$ cat config.mk
export PLATFORM = sky130hd
export DESIGN_NAME = iter_multdiv
export DESIGN_NICKNAME = d
export VERILOG_FILES = /design/src/rtl/iter_multdiv.sv
export SDC_FILE = /design/constraint.sdc
export NUM_CORES = 1
export LEC_CHECK = 0
export BUFFER_PORTS_ARGS = -buffer_cell sky130_fd_sc_hd__buf_2
export CAP_MARGIN = 10
export CORE_MARGIN = 5
export CORE_UTILIZATION = 30
export CTS_CLUSTER_SIZE = 40
export DETAILED_ROUTE_END_ITERATION = 6
export SYNTH_ARGS = -nofsm -noshare
export SYNTH_HDL_FRONTEND = slang
export SYNTH_SLANG_ARGS = --single-unit
$ cat constraint.sdc
create_clock -name clock -period 3.7 [get_ports clock]
set_input_delay 0.185 -clock clock [delete_from_list [all_inputs] [get_ports clock]]
set_output_delay 0.185 -clock clock [all_outputs]
set_load 0.01 [all_outputs]
$ cat src/rtl/iter_multdiv.sv
// iter_multdiv: iterative signed 32-bit multiplier / divider.
//   One shift-add (multiply) or restoring shift-subtract (divide) step per
//   cycle on operand magnitudes; 32 steps, then one DONE cycle for the sign
//   fix-up. Fixed latency: a start sampled at edge E0 gives data_resultRDY
//   between E33 and E34.
// Ports:
//   clock          - rising-edge clock
//   reset          - synchronous, active-low reset
//   ctrl_MULT      - start multiply (sampled in IDLE only, wins over ctrl_DIV)
//   ctrl_DIV       - start divide (sampled in IDLE only)
//   data_operandA  - signed multiplicand / dividend, captured at start
//   data_operandB  - signed multiplier / divisor, captured at start
//   data_result    - low 32 bits of product, or quotient (toward zero)
//   data_exception - product overflow, divide by zero, or 0x80000000 / -1
//   data_resultRDY - one-cycle valid pulse
//   busy           - high while an operation is in flight
module iter_multdiv #(
  parameter int WIDTH = 32  // only 32 is supported (5-bit iteration counter)
) (
  input  logic             clock,
  input  logic             reset,
  input  logic             ctrl_MULT,
  input  logic             ctrl_DIV,
  input  logic [WIDTH-1:0] data_operandA,
  input  logic [WIDTH-1:0] data_operandB,
  output logic [WIDTH-1:0] data_result,
  output logic             data_exception,
  output logic             data_resultRDY,
  output logic             busy
);

  typedef enum logic [1:0] {IDLE, MUL, DIV, DONE} state_t;

  state_t             state;
  logic [4:0]         count;
  logic [WIDTH-1:0]   m;        // multiplicand (MUL) or divisor (DIV) magnitude
  logic [2*WIDTH-1:0] acc;      // MUL: {partial product, multiplier}; DIV: low half = quotient/dividend
  logic [WIDTH-1:0]   rem;      // restoring-divide partial remainder
  logic               neg;      // result must be negated
  logic               is_div;
  logic               div_zero;

  logic [WIDTH-1:0]   a_mag, b_mag;
  logic [WIDTH:0]     mul_sum;
  logic [2*WIDTH-1:0] mul_next;
  logic [WIDTH:0]     div_shift;
  logic [WIDTH-1:0]   div_diff;
  logic               div_ge;
  logic [WIDTH-1:0]   rem_next;
  logic [2*WIDTH-1:0] div_next;
  logic [2*WIDTH-1:0] prod;
  logic [WIDTH-1:0]   quo;
  logic               mul_ovf;
  logic [WIDTH-1:0]   done_result;
  logic               done_exc;

  always_comb begin
    a_mag = data_operandA[WIDTH-1] ? (~data_operandA + 1'b1) : data_operandA;
    b_mag = data_operandB[WIDTH-1] ? (~data_operandB + 1'b1) : data_operandB;

    // Shift-add: add multiplicand into upper half when multiplier LSB is set,
    // then shift the whole accumulator right with the carry entering at top.
    mul_sum  = {1'b0, acc[2*WIDTH-1:WIDTH]} + (acc[0] ? {1'b0, m} : '0);
    mul_next = {mul_sum, acc[WIDTH-1:1]};

    // Restoring divide: the 33-bit partial remainder is {rem, next dividend bit}.
    // When it is >= divisor the true difference is < 2^32, so 32 bits suffice.
    div_shift = {rem, acc[WIDTH-1]};
    div_ge    = (div_shift >= {1'b0, m});
    div_diff  = div_shift[WIDTH-1:0] - m;
    rem_next  = div_ge ? div_diff : div_shift[WIDTH-1:0];
    div_next  = {acc[2*WIDTH-1:WIDTH], acc[WIDTH-2:0], div_ge};

    prod    = neg ? (~acc + 1'b1) : acc;
    // Product fits in signed 32 bits iff bits 63..31 are all equal.
    mul_ovf = !((&prod[2*WIDTH-1:WIDTH-1]) || !(|prod[2*WIDTH-1:WIDTH-1]));
    quo     = neg ? (~acc[WIDTH-1:0] + 1'b1) : acc[WIDTH-1:0];

    if (is_div) begin
      done_result = div_zero ? '0 : quo;
      // A positive quotient of magnitude 2^31 only arises from 0x80000000 / -1.
      done_exc    = div_zero || (!neg && acc[WIDTH-1]);
    end else begin
      done_result = prod[WIDTH-1:0];
      done_exc    = mul_ovf;
    end
  end

  always_ff @(posedge clock) begin
    if (!reset) begin
      state          <= IDLE;
      count          <= '0;
      busy           <= 1'b0;
      data_resultRDY <= 1'b0;
      data_result    <= '0;
      data_exception <= 1'b0;
    end else begin
      data_resultRDY <= 1'b0;
      case (state)
        IDLE: begin
          if (ctrl_MULT || ctrl_DIV) begin
            count    <= '0;
            busy     <= 1'b1;
            neg      <= data_operandA[WIDTH-1] ^ data_operandB[WIDTH-1];
            rem      <= '0;
            div_zero <= (data_operandB == '0);
            if (ctrl_MULT) begin
              state  <= MUL;
              is_div <= 1'b0;
              m      <= a_mag;
              acc    <= {{WIDTH{1'b0}}, b_mag};
            end else begin
              state  <= DIV;
              is_div <= 1'b1;
              m      <= b_mag;
              acc    <= {{WIDTH{1'b0}}, a_mag};
            end
          end
        end
        MUL: begin
          acc   <= mul_next;
          count <= count + 5'd1;
          if (count == 5'd31) state <= DONE;
        end
        DIV: begin
          acc   <= div_next;
          rem   <= rem_next;
          count <= count + 5'd1;
          if (count == 5'd31) state <= DONE;
        end
        DONE: begin
          data_result    <= done_result;
          data_exception <= done_exc;
          data_resultRDY <= 1'b1;
          busy           <= 1'b0;
          state          <= IDLE;
        end
        default: state <= IDLE;
      endcase
    end
  end

endmodule

=== Word-level counts from Yosys, hierarchy flattened ===
Cells that the tools add are included.

* Add/subtract/negate cells: 7
* Multiplexer cells: 25
* Order comparisons: 1
* Eq/ne operators: 6
* Bitwise operators: 6
* Reduce and logical (&&, ||, !) cells: 24

{| class="wikitable"
|+ Operators by type and width
! kind !! count
|-
| 32-bit two-way mux || 10
|-
| 64-bit case mux with 3 select lines || 1
|-
| 64-bit two-way mux || 2
|-
| 32-bit by 1-bit adder with 32-bit output (second input constant) || 3
|-
| 32-bit NOT || 3
|-
| 64-bit by 1-bit adder with 64-bit output (second input constant) || 1
|-
| 64-bit NOT || 1
|-
| 32-bit case mux with 2 select lines || 1
|-
| 32-bit by 32-bit adder with 33-bit output || 1
|-
| 33-bit by 32-bit >= comparator with 1-bit output || 1
|-
| 33-bit AND reduction || 1
|-
| 33-bit OR reduction || 1
|-
| 32-bit logical NOT || 1
|-
| 32-bit subtractor || 1
|-
| 5-bit case mux with 2 select lines || 1
|-
| 3-bit AND reduction || 3
|-
| 2-bit nonzero test || 4
|-
| 2-bit two-way mux || 3
|-
| 2-bit case mux with 3 select lines || 1
|-
| 2-bit AND reduction || 3
|-
| 5-bit by 1-bit adder with 5-bit output (second input constant) || 1
|-
| 5-bit equality test (second input constant) || 1
|-
| 5-bit two-way mux || 1
|-
| 2-bit equality test (second input constant) || 2
|-
| other kinds (14) || 21
|}

* Logic and storage cells: 82
* Flip-flop bits (word level): 173
* Bits of input ports: 68

=== Depth between registers and ports, before layout ===
Gate-level depths: netlist of the first run.

* Word-level depth: 8
* Mapped depth: 15
* Gate-level depth less buffers: 13

=== Worst setup path after synthesis of the first run ===
No wires, ideal clock.

* Kind: register -> register
* Start: reg state[0]
* End: reg acc[32] (enable)
* Data arrival time: 3439 ps
* Path slack: -200 ps
* Stages on the path, launching flop included: 9
* Data required time: 3239 ps
* Cells stage by stage: dfxtp_1 -> inv_1 -> ha_1 -> inv_1 -> nor2_1 -> nand2b_1 -> clkbuf_1 -> nand2_1 -> nor3_1

* Word-level cells in the longest chain between the ends: 3
* Elaborated cells on any way between the ends: 7

{| class="wikitable"
|+ Ends and longest elaborated chain
! what !! line !! text
|-
| start, declared || 34 || <nowiki>state_t state;</nowiki>
|-
| start signal, assigned || 91 || <nowiki>state <= IDLE;</nowiki>
|-
| start signal, assigned || 108 || <nowiki>state <= MUL;</nowiki>
|-
| start signal, assigned || 113 || <nowiki>state <= DIV;</nowiki>
|-
| 2-bit by 1-bit equality test with 1-bit output (tied with other cells) || 99 || <nowiki>case (state)</nowiki>
|-
| 2-bit nonzero test (no line) (tied with other cells) || - ||
|-
| 4-bit AND reduction (no line) (*) || - ||
|-
| end signal, assigned || 111 || <nowiki>acc <= {{WIDTH{1'b0}}, b_mag};</nowiki>
|-
| end signal, assigned || 116 || <nowiki>acc <= {{WIDTH{1'b0}}, a_mag};</nowiki>
|-
| end signal, assigned || 121 || <nowiki>acc <= mul_next;</nowiki>
|-
| end, declared || 37 || <nowiki>logic [2*WIDTH-1:0] acc;</nowiki>
|}

Mark *: on every way between the ends. The rest lies on a longest branch, timed or not.
A chain may end at the register's enable or synchronous reset.

=== Worst setup path after layout of the first run ===
* Start: reg acc[46]
* End: reg data_exception

* Word-level cells in the longest chain between the ends: 8
* Elaborated cells on any way between the ends: 9

{| class="wikitable"
|+ Ends and longest elaborated chain
! what !! line !! text
|-
| 64-bit NOT || 74 || <nowiki>prod = neg ? (~acc + 1'b1) : acc;</nowiki>
|-
| 64-bit by 1-bit adder with 64-bit output || 74 ||
|-
| 64-bit two-way mux (*) || 74 ||
|-
| 33-bit OR reduction || 76 || <nowiki>mul_ovf = !((&prod[2*WIDTH-1:WIDTH-1]) || !(|prod[2*WIDTH-1:WIDTH-1]));</nowiki>
|-
| 1-bit logical NOT || 76 ||
|-
| 1-bit logical OR (*) || 76 ||
|-
| 1-bit logical NOT (*) || 76 ||
|-
| 1-bit two-way mux (*) || 79 || <nowiki>if (is_div) begin</nowiki>
|-
| end signal, assigned || 133 || <nowiki>data_exception <= done_exc;</nowiki>
|-
| end, declared || 27 || <nowiki>output logic data_exception,</nowiki>
|}

Marked as above.

==> metrics.csv, run 1 <==
stage;metric;value;unit
worst_setup_path;crit path max fanout;3;
route;Iteration-0 DRC Markers;978;
worst_setup_path;CP required;4030;ps
clock_network;TritonCTS clock tree;built;
route;drt wl/cell;18.7;um
timing;Clock Skew;14.7;ps
timing;RSZ-0062 raised after global routing;yes;
layout;area delta synth->final;18.9;%
layout;Design Area, Final;16700;sq um
yosys;Post-Synth Adder-Cell Area;0.0678;
timing;Worst-Margin Slew;1070;ps
yosys;main combinational cell family by area after synthesis;compound AO/OA/AOI/OAI gates;
floorplan;area of the die;51300;sq um
yosys;register bit count reported by yosys;173;
global_routing;global-route wire length before repair;70200;um
worst_setup_path;Crit path arrival time;3970;ps
pwr;Leakage Power;0.00685;uW
yosys;Distinct cells, synth;76;
timing;Final min period;3640;ps
layout;commonest cells after routing, fill and taps aside;nor2_1 (224), a21oi_1 (137), edfxtp_1 (131);
route;Vias;13000;
floorplan;Starting Density;0.303;
floorplan;CORE AREA;46500;sq um
route;antenna-violating nets left;0;
clock_network;clk slew on worst S/H paths;80;ps
yosys;synthesized cell area;14100;sq um
placed_design;pre-CTS WS;-15.9;ps
floorplan;cell row count;79;
floorplan;I/O pin total;103;
clock_network;CTS H-tree lvls;4;
yosys;mux contribution to synthesized area;0.0498;
placed_design;HPWL Detailed;36300;um
layout;nets;1949;
layout;share of cells above drive strength 1;0.170;
outcome;outcome;finished clean;
clock_network;Hold-fix buffers, CTS;0;
yosys;share of the synthesized area in the top cell type;0.280;
pwr;Tot Pwr;12500;uW
route;Pre-antenna DRT Iters;5;
layout;area occupied by multi-input gates;8930;sq um
layout;most common cell after layout, fill and taps aside;nor2_1;
yosys;Synth Flop Type;edfxtp_1;
layout;FF/Latch Area;4770;sq um
route;Via-to-Cell Ratio;5.38;
yosys;Post-Synth XOR/XNOR Area;0.102;
global_routing;antenna violations before repair;0;
timing;relative slew slack;0.286;
global_routing;total gr overflow;0;
route;DRC Markers;0;
yosys;synthesized area per cell;8.55;sq um
global_routing;vias in the first global route;12500;
yosys;Post-synth EDFFs;131;
worst_setup_path;WS Path Type;reg -> reg;
clock_network;clock buffer depth;2;
pwr;power per cell area;746;nW/um^2
floorplan;Vert. Die Dim;226;um
placed_design;RePlAce Congestion;0.958;
timing;setup ws final;59.1;ps
yosys;post-synthesis net count;1788;
worst_setup_path;Crit. End Element;register;
min_path;Hold Crit Class;in -> reg;
worst_setup_path;Worst R2R Setup Slack;60;ps
layout;fillers;4819;
timing;Min Hold Slack;71.5;ps
clock_network;CTS buffer count;17;
run;total of max-cap violations;0;
yosys;Syn. warnings;0;
placed_design;I/O Buffers;102;
worst_setup_path;CP startpoint kind;register;
yosys;ranking of synthesized cells by area;edfxtp_1 (28%), xor2_1 (7.6%), ha_1 (6.5%), nor2_1 (6.1%), dfxtp_1 (6.0%);
route;DRT Wirelength;45400;um
placed_design;Placed Instance Area;15900;sq um
timing;Max Fclk;0.275;GHz
yosys;simple-gate share of the synthesized area;0.198;
pwr;Max rail drop VDD;0.402;mV
yosys;leading area contributor after synthesis;edfxtp_1;
yosys;cells after synthesis;1645;
yosys;register area share after synthesis;0.340;
layout;antenna cells;0;
floorplan;die width;226;um
clock_network;clk_lat worst skew;460;ps
yosys;FFs w/ async S/R, synth;0;
timing;fin. max-slew vios;0;
global_routing;largest net degree at the start of global routing;80;
clock_network;clock sinks;173;
timing;setup_tns;0;ps
timing;final hold vios;0;
timing;# setup viols final;0;
yosys;compound-cell area share of the yosys netlist;0.203;
global_routing;Total GRT Usage;0.174;
clock_network;clk root buf;clkbuf_16;
timing;Tcrit/Tclk final;0.984;
-- critical path, cell delays in order (launching register included) --
cell	delay, ps
edfxtp_1	390
or4_4	560
buf_4	160
or3_4	320
or2_4	240
or4_4	560
o31ai_4	240
xnor2_2	160
nand2_1	70
or4b_1	510
o31ai_1	230
a31oi_1	70
-- state kept, by name, indices dropped and copies added (netlist names) --
| register | count |
|---|---|
| acc | 64 |
| data_result | 32 |
| m | 32 |
| rem | 32 |
| count | 5 |
| state | 2 |
| busy | 1 |
| data_exception | 1 |
| data_resultRDY | 1 |
| div_zero | 1 |
| is_div | 1 |
| neg | 1 |
-- Yosys cell counts, types with 27 or more instances --
master / number
a21oi_1: 140
a22oi_1: 34
clkbuf_1: 66
dfxtp_1: 42
edfxtp_1: 131
ha_1: 73
inv_1: 67
mux2i_1: 70
nand2_1: 125
nand3_1: 27
nor2_1: 228
nor2b_1: 30
nor3_1: 34
o21ai_0: 77
o31ai_1: 45
xnor2_1: 41
xor2_1: 122
-- metal layers --
layer | GRT usage | share of wire | vias to the layer above
met2 | 0.281 | 0.46 | 387
li1 | - | - | 6352
met3 | 0.0326 | 0.053 | 75
met4 | 0.0660 | 0.035 | 0
met1 | 0.233 | 0.45 | 6226
met5 | 0 | 0 | -
-- repair_timing --
action,in CTS,in global routing
setup buffers,0,5
setup endpoints to repair,2,40
endpoints found under the hold margin,0,0
resized for setup,1,40
pin swaps,0,17
-- worst paths after layout --
check | cells after the start | start | end
max | 11 | acc[46] | data_exception
min reg2reg | 2 | data_result[17] | data_result[17]
min | 3 | reset | state[1]
max reg2reg | 11 | acc[46] | data_exception
-- kinds of logic after synthesis --
family / after synthesis
muxes: 70
DFF: 173
buffers and inverters: 148
xor gates and xnor gates: 163
adders and majority gates: 75
and+or+nand+nor: 577
AOI/OAI and AO/OA: 439
-- area by class of cell --
type,count,area share
Clock buffer,18,0.0257
Clock inverter,14,0.00763
Inverter,67,0.0150
Multi-Input combinational cell,1324,0.534
Sequential cell,173,0.286
Tap cell,607,0.0454
Timing Repair Buffer,223,0.0866
-- power by group --
| part | switching, uW | internal (uW) | leakage, uW |
|---|---|---|---|
| clock | 904 | 889 | 0.000278 |
| combinational | 4470 | 2850 | 0.00497 |
| sequential | 379 | 2980 | 0.00160 |
| total | 5750 | 6720 | 0.00685 |
-- stage by stage --
step | util | std cells
6_report | 0.360 | 2426
5_1_grt | 0.360 | 2426
4_1_cts | 0.355 | 2421
3_5_place_dp | 0.343 | 2389
3_3_place_gp | 0.343 | 2389
2_1_floorplan | - | 1645
Note: power is estimated with default switching activity, not from simulation.
==> inputs of run 2 (changes only) <==
CORE_UTILIZATION = 35   (was 30)
==> metrics.csv, run 2 (synthesis results as in run 1) <==
stage;metric;value;unit;change
pwr;sw frac;0.457;;-0.00392
clock_network;TritonCTS clock tree;built;;
placed_design;pre-CTS WS;56.1;ps;+72.0 ps
timing;# setup viols final;0;;unchanged
timing;Worst-Margin Slew;1030;ps;-38.3 ps
placed_design;Placed Cells;2299;;-3.8%
worst_setup_path;crit path max fanout;2;;-1
worst_setup_path;CP startpoint kind;register;;
layout;Non-Filler Instances;2336;;-3.7%
layout;FF/Latch Area;4770;sq um;unchanged
global_routing;total gr overflow;0;;unchanged
timing;Final min period;3680;ps;+34.6 ps
pwr;power share of the clock group;0.158;;+0.014
timing;Max Fclk;0.272;GHz;-0.94%
min_path;hold depth;3;;unchanged
floorplan;CORE AREA;39700;sq um;-14%
clock_network;CTS buffer count;17;;unchanged
layout;area delta synth->final;18.1;%;
layout;nets;1941;;-0.41%
global_routing;vias in the first global route;12400;;-0.68%
route;Via-to-Cell Ratio;5.58;;+3.7%
placed_design;I/O Buffers;102;;unchanged
pwr;NetSw;5750;uW;about the same
worst_setup_path;reg-to-reg startpoint;acc[46];;
timing;setup ws final;24.5;ps;-34.6 ps
clock_network;Hold-fix buffers, CTS;0;;unchanged
min_path;Hold Crit Class;in -> reg;;
route;drt wl/cell;19.2;um;+2.3%
worst_setup_path;WS Path Type;reg -> reg;;
worst_setup_path;Worst R2R Setup Slack;20;ps;-30 ps
global_routing;Total GRT Usage;0.196;;+0.0224
route;Pre-antenna DRT Iters;5;;unchanged
clock_network;clock buffer depth;2;;unchanged
pwr;Int Pwr;6820;uW;+1.5%
pwr;power per cell area;757;nW/um^2;+1.5%
route;Vias;13000;;-0.12%
worst_setup_path;Crit. End Element;register;;
timing;relative slew slack;0.312;;+0.0256
layout;share of cells above drive strength 1;0.165;;-0.00532
route;DRT Wirelength;44800;um;-1.5%
floorplan;die width;210;um;-7.1%
timing;RSZ-0062 raised after global routing;yes;;
timing;fin. max-slew vios;0;;unchanged
min_path;Hold EP;state[1];;
outcome;outcome;finished clean;;
run;total of max-cap violations;0;;unchanged
global_routing;global-route wire length before repair;69100;um;-1.6%
placed_design;RePlAce Congestion;0.932;;-2.6%
clock_network;clk slew on worst S/H paths;80;ps;about the same
timing;Clock Skew;18.3;ps;+3.55 ps
route;antenna-violating nets left;0;;unchanged
global_routing;antenna violations before repair;0;;unchanged
route;Iteration-0 DRC Markers;1102;;+13%
layout;Design Area, Final;16600;sq um;-0.69%
layout;fillers;3964;;-18%
clock_network;clock sinks;173;;unchanged
pwr;Flop pwr share;0.270;;about the same
timing;Min Hold Slack;41.6;ps;-29.9 ps
timing;Tcrit/Tclk final;0.993;;+0.00935
layout;antenna cells;0;;unchanged
pwr;Leakage Power;0.00684;uW;about the same
layout;most common cell after layout, fill and taps aside;nor2_1;;
clock_network;clk root buf;clkbuf_16;;
pwr;combinational share of power;0.573;;-0.014
layout;area occupied by multi-input gates;8900;sq um;-0.28%
route;DRC Markers;0;;unchanged
clock_network;CTS H-tree lvls;4;;unchanged
worst_setup_path;Crit path arrival time;4000;ps;+30 ps
worst_setup_path;CP required;4020;ps;about the same
worst_setup_path;RR Endpoint;data_exception;;
floorplan;Vert. Die Dim;210;um;-7.1%
worst_setup_path;worst reg2reg path depth;10;;-1
floorplan;Starting Density;0.354;;+0.0512
layout;Util after Layout;0.418;;+0.0580
floorplan;area of the die;44300;sq um;-14%
global_routing;largest net degree at the start of global routing;54;;-33%
floorplan;I/O pin total;103;;unchanged
layout;max reg flops;64;;unchanged
placed_design;HPWL Detailed;35600;um;-1.9%
clock_network;clk_lat worst skew;460;ps;about the same
timing;final hold vios;0;;unchanged
pwr;Max rail drop VDD;0.514;mV;+28%
placed_design;Placed Instance Area;15800;sq um;-1.1%
min_path;hold_sp;reset;;
layout;Biggest register;acc;;
layout;commonest cells after routing, fill and taps aside;nor2_1 (225), a21oi_1 (136), edfxtp_1 (131);;
floorplan;cell row count;73;;-7.6%
==> run 2: cell count changes in the layout (fill, tap and decap cells not counted), moves of 2 or more <==
cell,before,now
buf_4,118,112
o31ai_2,4,1
o21ai_1,4,2
o31ai_1,37,41
clkinv_2,2,0
bufinv_16,0,2
clkinv_8,1,5
o21ai_0,73,75
inv_6,4,2
==> run 2: layout make-up <==
class,count,area share
repair buffers,215,0.0826
well taps,525,0.0396
inverters,67,0.0151
clock buffers,17,0.0256
clock inverters,15,0.0133
flip-flops and latches,173,0.288
multi-input cells,1324,0.536
==> run 2: worst max-delay path by stage <==
stage | slack, ps | endpoint | startpoint | cells after the start
2_1_floorplan | 3 | data_exception | acc[15] | 11
3_3_place_gp | 90 | data_exception | acc[31] | 12
3_5_place_dp | 60 | rem[19] | acc[31] | 12
4_1_cts | 30 | rem[19] | acc[31] | 12
5_1_grt | -50 | data_exception | acc[46] | 10
6_report | 20 | data_exception | acc[46] | 10
==> run 2: metal layers <==
layer,part of all wire,global-route usage,up-vias
li1,-,-,6338
met1,0.45,0.271,6231
met2,0.46,0.316,395
met3,0.062,0.0380,60
met4,0.026,0.0579,0
met5,0,0,-
==> run 2: repair_timing <==
action                                  in CTS  in global routing
resized for setup                            0                 33
endpoints found under the setup margin       0                 37
setup buffers                                0                  5
==> run 2: through the flow <==
step                      setup TNS, ps  power [uW]
after floorplan                       0        8120
after global placement                0       10400
after detailed placement              0       10400
after CTS                             0       12400
after global routing              -72.1       13400
final                                 0       12600
==> run 2: critical path, stage by stage, from the launching register on <==
cell and delay (ps):
edfxtp_1 390, or4_4 550, or4b_4 500, or4_4 510, o31ai_4 230, xor2_1 110
nor4_1 320, nand4_1 130, or4b_1 510, o31ai_2 240, a31oi_1 70
==> run 2: power by group through the flow <==
stage / Sequential [uW] / Clock [uW] / Combinational [uW]
3_3_place_gp: 3400 / 0 / 6950
6_report: 3390 / 1980 / 7200
2_1_floorplan: 3440 / 0 / 4690
4_1_cts: 3370 / 2010 / 7040
5_1_grt: 3450 / 2100 / 7860
3_5_place_dp: 3410 / 0 / 7010
